## src/rtl/median_window_scanner_pkg.sv

```systemverilog
// Shared constants, scanner state encoding and edge-clamp helper for the median window scanner.
package median_pkg;

    localparam int ADDR_W              = 8;
    localparam int DEFAULT_WINDOW_SIZE = 3;
    localparam int CENTER_OFFSET       = DEFAULT_WINDOW_SIZE / 2;
    localparam int WINDOW_PIXELS       = DEFAULT_WINDOW_SIZE * DEFAULT_WINDOW_SIZE;

    typedef enum logic [1:0] {
        IDLE,
        SCAN,
        FLUSH,
        DONE
    } scanState_t;

    // Clamp a signed position into [0, maxPos] and return it as an unsigned address.
    function automatic logic [ADDR_W-1:0] clampToEdge(input logic signed [ADDR_W+1:0] pos,
                                                      input logic signed [ADDR_W+1:0] maxPos);
        if (pos[ADDR_W+1])
            return '0;
        else if (pos > maxPos)
            return maxPos[ADDR_W-1:0];
        else
            return pos[ADDR_W-1:0];
    endfunction

endpackage

```

## src/rtl/median_window_scanner_if.sv

```systemverilog
// Frame-buffer read port plus window stream toward the median processor.
interface median_window_scanner_if;

    logic                           rdEn;
    logic [median_pkg::ADDR_W-1:0]  rdAddrX;
    logic [median_pkg::ADDR_W-1:0]  rdAddrY;
    logic                           rdData;
    logic                           dataValid;
    logic                           dataOut;
    logic [median_pkg::ADDR_W-1:0]  xAddressOut;
    logic [median_pkg::ADDR_W-1:0]  yAddressOut;

    modport master (
        output rdEn, rdAddrX, rdAddrY,
        input  rdData,
        output dataValid, dataOut, xAddressOut, yAddressOut
    );

    modport slave (
        input  rdEn, rdAddrX, rdAddrY,
        output rdData,
        input  dataValid, dataOut, xAddressOut, yAddressOut
    );

endinterface

```

## src/rtl/median_window_scanner_offset.sv

```systemverilog
// Row/column offset counters inside one window; wraps after the last pixel and flags it.
module window_offset_counter
    import median_pkg::*;
#(
    parameter int WINDOW_SIZE = DEFAULT_WINDOW_SIZE
) (
    input  logic              clk,
    input  logic              reset,
    input  logic              clear,
    input  logic              advance,
    output logic [ADDR_W-1:0] rowOff,
    output logic [ADDR_W-1:0] colOff,
    output logic              lastPixel
);

    localparam logic [ADDR_W-1:0] LAST_OFF = ADDR_W'(WINDOW_SIZE - 1);

    // Column offset is the inner loop; the row offset steps when the column wraps.
    always_ff @(posedge clk or negedge reset) begin
        if (!reset) begin
            rowOff <= '0;
            colOff <= '0;
        end else if (clear) begin
            rowOff <= '0;
            colOff <= '0;
        end else if (advance) begin
            if (colOff == LAST_OFF) begin
                colOff <= '0;
                rowOff <= (rowOff == LAST_OFF) ? '0 : rowOff + 1'b1;
            end else begin
                colOff <= colOff + 1'b1;
            end
        end
    end

    assign lastPixel = (rowOff == LAST_OFF) && (colOff == LAST_OFF);

endmodule

```

## src/rtl/median_window_scanner.sv

```systemverilog
// Walks the frame buffer window by window and streams each window to the median stage.
// Optional MEDIAN_BORDER_PAD_EN: scan every pixel as a center, zero-padding outside the image.
module median_window_scanner
    import median_pkg::*;
#(
    parameter int WINDOW_SIZE = DEFAULT_WINDOW_SIZE,
    parameter int IMG_WIDTH   = 128,
    parameter int IMG_HEIGHT  = 128
) (
    input  logic                    clk,
    input  logic                    reset,
    input  logic                    start,
    output logic                    busy,
    output logic                    done,
    median_window_scanner_if.master pixelBus
);

    localparam int OFF = WINDOW_SIZE / 2;

`ifdef MEDIAN_BORDER_PAD_EN
    localparam int   CX_MIN     = 0;
    localparam int   CX_MAX     = IMG_WIDTH - 1;
    localparam int   CY_MIN     = 0;
    localparam int   CY_MAX     = IMG_HEIGHT - 1;
    localparam logic NO_WINDOWS = 1'b0;
    // One spare bit beyond sign+8 so center+OFF at the 255 edge cannot wrap.
    localparam int   SW         = ADDR_W + 2;
    localparam logic signed [SW-1:0] OFF_S   = SW'(OFF);
    localparam logic signed [SW-1:0] X_MAX_S = SW'(IMG_WIDTH - 1);
    localparam logic signed [SW-1:0] Y_MAX_S = SW'(IMG_HEIGHT - 1);
`else
    localparam int   CX_MIN     = OFF;
    localparam int   CX_MAX     = IMG_WIDTH - 1 - OFF;
    localparam int   CY_MIN     = OFF;
    localparam int   CY_MAX     = IMG_HEIGHT - 1 - OFF;
    localparam logic NO_WINDOWS = (IMG_WIDTH < WINDOW_SIZE) || (IMG_HEIGHT < WINDOW_SIZE);
    localparam logic [ADDR_W-1:0] OFF_A = ADDR_W'(OFF);
`endif

    localparam logic [ADDR_W-1:0] CX_FIRST = ADDR_W'(CX_MIN);
    localparam logic [ADDR_W-1:0] CX_LAST  = ADDR_W'(CX_MAX);
    localparam logic [ADDR_W-1:0] CY_FIRST = ADDR_W'(CY_MIN);
    localparam logic [ADDR_W-1:0] CY_LAST  = ADDR_W'(CY_MAX);

    scanState_t        state;
    scanState_t        nextState;
    logic              scanning;
    logic [ADDR_W-1:0] cx;
    logic [ADDR_W-1:0] cy;
    logic [ADDR_W-1:0] rowOff;
    logic [ADDR_W-1:0] colOff;
    logic              lastPixel;
    logic              lastCenter;
    logic              inImage;
    logic [ADDR_W-1:0] pixAddrX;
    logic [ADDR_W-1:0] pixAddrY;
    logic [ADDR_W-1:0] anchorX;
    logic [ADDR_W-1:0] anchorY;
    logic              dataValidQ;
    logic              readQ;
    logic [ADDR_W-1:0] xAddrQ;
    logic [ADDR_W-1:0] yAddrQ;

    window_offset_counter #(
        .WINDOW_SIZE (WINDOW_SIZE)
    ) offsetCounter (
        .clk       (clk),
        .reset     (reset),
        .clear     (state == IDLE),
        .advance   (scanning),
        .rowOff    (rowOff),
        .colOff    (colOff),
        .lastPixel (lastPixel)
    );

    assign lastCenter = (cx == CX_LAST) && (cy == CY_LAST);

    // State register.
    always_ff @(posedge clk or negedge reset) begin
        if (!reset)
            state <= IDLE;
        else
            state <= nextState;
    end

    // Next-state logic; an empty frame skips SCAN but still spends one busy cycle in FLUSH.
    always_comb begin
        nextState = state;
        case (state)
            IDLE:    if (start) nextState = NO_WINDOWS ? FLUSH : SCAN;
            SCAN:    if (lastPixel && lastCenter) nextState = FLUSH;
            FLUSH:   nextState = DONE;
            DONE:    nextState = IDLE;
            default: nextState = IDLE;
        endcase
    end

    // State-decoded outputs.
    always_comb begin
        scanning = (state == SCAN);
        busy     = (state == SCAN) || (state == FLUSH);
        done     = (state == DONE);
    end

    // Window centers advance in raster order once the current window's last pixel is read.
    always_ff @(posedge clk or negedge reset) begin
        if (!reset) begin
            cx <= '0;
            cy <= '0;
        end else if (state == IDLE && start) begin
            cx <= CX_FIRST;
            cy <= CY_FIRST;
        end else if (scanning && lastPixel) begin
            if (cx == CX_LAST) begin
                cx <= CX_FIRST;
                cy <= cy + 1'b1;
            end else begin
                cx <= cx + 1'b1;
            end
        end
    end

    // Pixel address and anchor for the read issued this cycle.
    always_comb begin
        inImage  = 1'b1;
        pixAddrX = '0;
        pixAddrY = '0;
        anchorX  = '0;
        anchorY  = '0;
`ifdef MEDIAN_BORDER_PAD_EN
        begin
            logic signed [SW-1:0] posX;
            logic signed [SW-1:0] posY;
            posX     = $signed({2'b00, cx}) - OFF_S + $signed({2'b00, colOff});
            posY     = $signed({2'b00, cy}) - OFF_S + $signed({2'b00, rowOff});
            inImage  = !posX[SW-1] && !posY[SW-1] && (posX <= X_MAX_S) && (posY <= Y_MAX_S);
            pixAddrX = posX[ADDR_W-1:0];
            pixAddrY = posY[ADDR_W-1:0];
            anchorX  = clampToEdge($signed({2'b00, cx}) + OFF_S, X_MAX_S);
            anchorY  = clampToEdge($signed({2'b00, cy}) + OFF_S, Y_MAX_S);
        end
`else
        pixAddrX = cx - OFF_A + colOff;
        pixAddrY = cy - OFF_A + rowOff;
        anchorX  = cx + OFF_A;
        anchorY  = cy + OFF_A;
`endif
    end

    // One-stage output register lining the anchor up with the pixel returned next cycle.
    always_ff @(posedge clk or negedge reset) begin
        if (!reset) begin
            dataValidQ <= 1'b0;
            readQ      <= 1'b0;
            xAddrQ     <= '0;
            yAddrQ     <= '0;
        end else begin
            dataValidQ <= scanning;
            readQ      <= scanning && inImage;
            if (scanning) begin
                xAddrQ <= anchorX;
                yAddrQ <= anchorY;
            end
        end
    end

    assign pixelBus.rdEn        = scanning && inImage;
    assign pixelBus.rdAddrX     = scanning ? pixAddrX : '0;
    assign pixelBus.rdAddrY     = scanning ? pixAddrY : '0;
    assign pixelBus.dataValid   = dataValidQ;
    assign pixelBus.dataOut     = readQ && pixelBus.rdData;
    assign pixelBus.xAddressOut = xAddrQ;
    assign pixelBus.yAddressOut = yAddrQ;

endmodule

```

## src/flat_wrapper.sv

```systemverilog
// flat-port wrapper written by rule: the top's interface ports become plain ports
module median_window_scanner_flat import median_pkg::*;
#(
    parameter int WINDOW_SIZE = DEFAULT_WINDOW_SIZE,
    parameter int IMG_WIDTH   = 128,
    parameter int IMG_HEIGHT  = 128
)
  (clk, reset, start, busy, done, pixelBus_rdEn, pixelBus_rdAddrX, pixelBus_rdAddrY, pixelBus_rdData, pixelBus_dataValid, pixelBus_dataOut, pixelBus_xAddressOut, pixelBus_yAddressOut);
  median_window_scanner_if pixelBus_i ();
  input  logic clk;
  input  logic reset;
  input  logic start;
  output logic busy;
  output logic done;
  output wire logic [$bits(pixelBus_i.rdEn)-1:0] pixelBus_rdEn;
  output wire logic [$bits(pixelBus_i.rdAddrX)-1:0] pixelBus_rdAddrX;
  output wire logic [$bits(pixelBus_i.rdAddrY)-1:0] pixelBus_rdAddrY;
  input wire logic [$bits(pixelBus_i.rdData)-1:0] pixelBus_rdData;
  output wire logic [$bits(pixelBus_i.dataValid)-1:0] pixelBus_dataValid;
  output wire logic [$bits(pixelBus_i.dataOut)-1:0] pixelBus_dataOut;
  output wire logic [$bits(pixelBus_i.xAddressOut)-1:0] pixelBus_xAddressOut;
  output wire logic [$bits(pixelBus_i.yAddressOut)-1:0] pixelBus_yAddressOut;
  assign pixelBus_rdEn = pixelBus_i.rdEn;
  assign pixelBus_rdAddrX = pixelBus_i.rdAddrX;
  assign pixelBus_rdAddrY = pixelBus_i.rdAddrY;
  assign pixelBus_i.rdData = pixelBus_rdData;
  assign pixelBus_dataValid = pixelBus_i.dataValid;
  assign pixelBus_dataOut = pixelBus_i.dataOut;
  assign pixelBus_xAddressOut = pixelBus_i.xAddressOut;
  assign pixelBus_yAddressOut = pixelBus_i.yAddressOut;
  median_window_scanner #(.WINDOW_SIZE(WINDOW_SIZE), .IMG_WIDTH(IMG_WIDTH), .IMG_HEIGHT(IMG_HEIGHT)) u_core (.clk(clk), .reset(reset), .start(start), .busy(busy), .done(done), .pixelBus(pixelBus_i));
endmodule
```

## config.mk

```make
export PLATFORM = sky130hd
export DESIGN_NAME = median_window_scanner_flat
export DESIGN_NICKNAME = d
export VERILOG_FILES = /design/src/rtl/median_window_scanner_pkg.sv /design/src/rtl/median_window_scanner_if.sv /design/src/rtl/median_window_scanner_offset.sv /design/src/rtl/median_window_scanner.sv /design/src/flat_wrapper.sv
export SDC_FILE = /design/constraint.sdc
export NUM_CORES = 1
export LEC_CHECK = 0
export ABC_AREA = 1
export ABC_CLOCK_PERIOD_IN_PS = 3070
export CORE_MARGIN = 1
export CORE_UTILIZATION = 30
export CTS_CLUSTER_SIZE = 10
export DETAILED_ROUTE_END_ITERATION = 8
export SLEW_MARGIN = 20
export SYNTH_ARGS = -nofsm -noshare
export SYNTH_HDL_FRONTEND = slang
export SYNTH_SLANG_ARGS = --single-unit
```

## constraint.sdc

```tcl
create_clock -name clk -period 3.07 [get_ports clk]
set_input_delay 0.614 -clock clk [delete_from_list [all_inputs] [get_ports clk]]
set_output_delay 0.614 -clock clk [all_outputs]
set_load 0.01 [all_outputs]
```

==> flow_summary.ini <==
[worst_setup_path]
cp_max_fo = 3
required_ps = 2460
reg2reg_from = u_core.state[1]
endpoint_kind = primary output
worstSetupStartpointType = flop
rrSetupSlack_ps = 1090
crit_start = u_core.offsetCounter.colOff[1]
cp.arrival_ps = 2390
reg2reg_to = u_core.offsetCounter.rowOff[0]
reg2reg_depth = 9
critPathKind = flop to primary output

[synth]
synth_top_family_by_area = simple AND/OR/NAND/NOR gates
synthTopCellsByArea = dfrtp_1 36%, ha_1 13%, nand2_1 12%
yosys_warnings = 0
synthSimpleGateAreaFrac = 0.259
synth_top_area_frac = 0.361
syn_area_mm2 = 0.00354
syn_nets = 517
yosysTopAreaCell = dfrtp_1
muxShareOfSynthArea = 0
yosysSeqAreaShare = 0.361
yosys.area_share.xor_xnor = 0.0322
syn_area_per_cell_um2 = 7.48
syn_inst = 473
synth-seq-cells = 51
synth-async-reset-ratio = 1.00
synth_adder_area_share = 0.146
synth_edf_count = 0
synth_compound_area_frac = 0.0966
ys.flop_type = dfrtp_1
ys_types = 30

[power]
power_density_mw_per_mm2 = 907
irDropWorstVdd_mv = 0.573
power_frac_seq = 0.243
p_clk_frac = 0.147
p_sw_mw = 1.78
switching_share = 0.442
internal-power_mw = 2.24
power_leakage_nw = 2.32
combPwrFrac = 0.610

[clock_tree]
cts-root-buf = clkbuf_16
clkTransAtPathRegs_ps = 70
cts.sinks = 51
clkLatencyLatePin_ps = 290
cts_tree = done
clockBufferDepth = 2
cts_hold_buf = 0
cts_htree_levels = 2
cts_buffers = 5

[run]
maxCapViolCount = 0

[finish]
antenna_cells = 0
multi_input_comb_area_mm2 = 0.00193
area_delta_synth_final_pct = 25.2
fillers = 1196
final_nets = 579
final_common_cell = nand2_1
seqCellArea_mm2 = 0.00128
drive_gt1_frac = 0.134
stdcell_count = 679
most-common-layout-cells = 113 x nand2_1, 77 x inv_1, 51 x dfrtp_1

[floorplan]
die_y_um = 111
fp.dieW_um = 111
core.rowCount = 39
start_util = 0.308
io_pins = 41
fp.coreArea_mm2 = 0.0115
die_area_mm2 = 0.0122

[route]
drt_first_pass_iters = 5
drc = 0
ant_nets = 0
avgViaCountPerCell = 4.53
first_iter_violations = 176
post_drt_wl_per_cell_um = 12.1
wirelength_um = 8210
num_vias = 3074

[sta]
period_share = 0.977
fmax_mhz = 333
worst_slew_pin_slew_ps = 682
setup_viol = 0
final_max_slew_viol_count = 0
rsz0062_at_grt = yes
tns_ps = 0
hold_ws_ps = 431
fin_crit_ps = 3000
skew_ps = 9.01
hold_violations = 0
max_slew_margin = 0.545

[run_status]
status = finished, final reports clean

[global_routing]
grt.total_usage = 0.137
overflow = 0
grt_max_degree = 52
antenna_found_initial = 0
grt_first_pass_wirelength_um = 13900
grt_pass1_vias = 3056

[placement]
dp_hpwl_um = 6050
globalplace.congestion = 0.853
dp.cells = 662
port_buffers = 40

[hold_path]
hp-class = primary input to asynchronous set/reset pin
layout make-up:
| class | instances | area share |
|---|---|---|
| tap | 143 | 0.0404 |
| timing repair buffer | 62 | 0.126 |
| inverter | 88 | 0.0746 |
| sequential | 51 | 0.288 |
| clock inverter | 2 | 0.00367 |
| clock buffer | 6 | 0.0314 |
| multi-input combinational | 327 | 0.436 |
how the worst max path moves through the flow:
stage                     cells after the start                  end  slack, ps
after floorplan                              13  pixelBus_rdAddrX[7]        570
after global placement                       14  pixelBus_rdAddrY[7]        120
after CTS                                    15  pixelBus_rdAddrX[7]        0.8
final                                        15  pixelBus_rdAddrX[7]         70
after detailed placement                     14  pixelBus_rdAddrX[7]         50
after global routing                         15  pixelBus_rdAddrX[7]       -160
synth_stat cells, types with 3 or more instances:
cell type and instances:
inv_1 80, nand2_2 8, dfrtp_1 51, nand2_1 116, nand3_1 32, a21oi_1 20, xor2_1 10, ha_1 38
xnor2_1 3, o21ai_0 32, a31oi_1 4, inv_2 8, nor2_4 3, o22ai_1 3, clkbuf_1 4, o21ai_1 3
nor3_1 4, nor2_1 37
layer usage:
metal / up-vias / GRT usage / part of all wire
met4: 0 / 0.0320 / 0.0088
li1: 1608 / - / -
met5: - / 0 / 0
met3: 7 / 0.0214 / 0.035
met2: 48 / 0.243 / 0.50
met1: 1411 / 0.174 / 0.46
cells by family (layout without fill, tap and decap cells):
family | after synthesis | after routing
xor gates and xnor gates | 13 | 13
and+or+nand+nor | 209 | 209
adders and majority gates | 40 | 40
buffers and inverters | 95 | 158
AOI/OAI and AO/OA | 65 | 65
DFF | 51 | 51
sequential cells by signal, indices dropped and copies added (netlist names):
name	flops
u_core.offsetCounter.colOff	8
u_core.offsetCounter.rowOff	8
u_core.pixelBus.xAddressOut	8
u_core.pixelBus.dataValid	1
u_core.pixelBus.yAddressOut	8
u_core.state	2
u_core.cx	8
u_core.cy	8
metrics by stage:
step           power [mW]  instance area [um^2]  utilization  worst slack (ps)
3_3_place_gp         3.29                  4170        0.363               124
3_5_place_dp         3.32                  4170        0.363              47.0
5_1_grt              4.40                  4430        0.386              -157
4_1_cts              3.91                  4350        0.379             0.796
6_report             4.02                  4430        0.386              69.3
2_1_floorplan        2.45                  3540            -               572
power by group through the flow:
stage	clock, mW	combinational [mW]	sequential (mW)
after CTS	0.610	2.32	0.982
after global placement	0	2.29	0.998
after floorplan	0	1.42	1.04
after detailed placement	0	2.32	1.00
final	0.589	2.45	0.976
after global routing	0.626	2.77	1.01
worst max-delay path: stages, from the launching register on:
cell and delay [ps]:
dfrtp_1 350, inv_1 60, ha_1 280, inv_1 60, ha_2 170, inv_1 50, fa_2 340, inv_2 70
nand3_1 70, nand2_2 90, nand3_1 60, nand2_1 80, nand2_1 50, nand2_1 60, nor2_1 30, dlygate4sd2_1 270
timing repair:
action	4_1_cts	5_1_grt
cloned	0	0
setup endpoints to repair	9	12
setup buffers	5	4
pin swaps	2	3
resized for setup	8	20
Note: power is estimated with default switching activity, not from simulation.
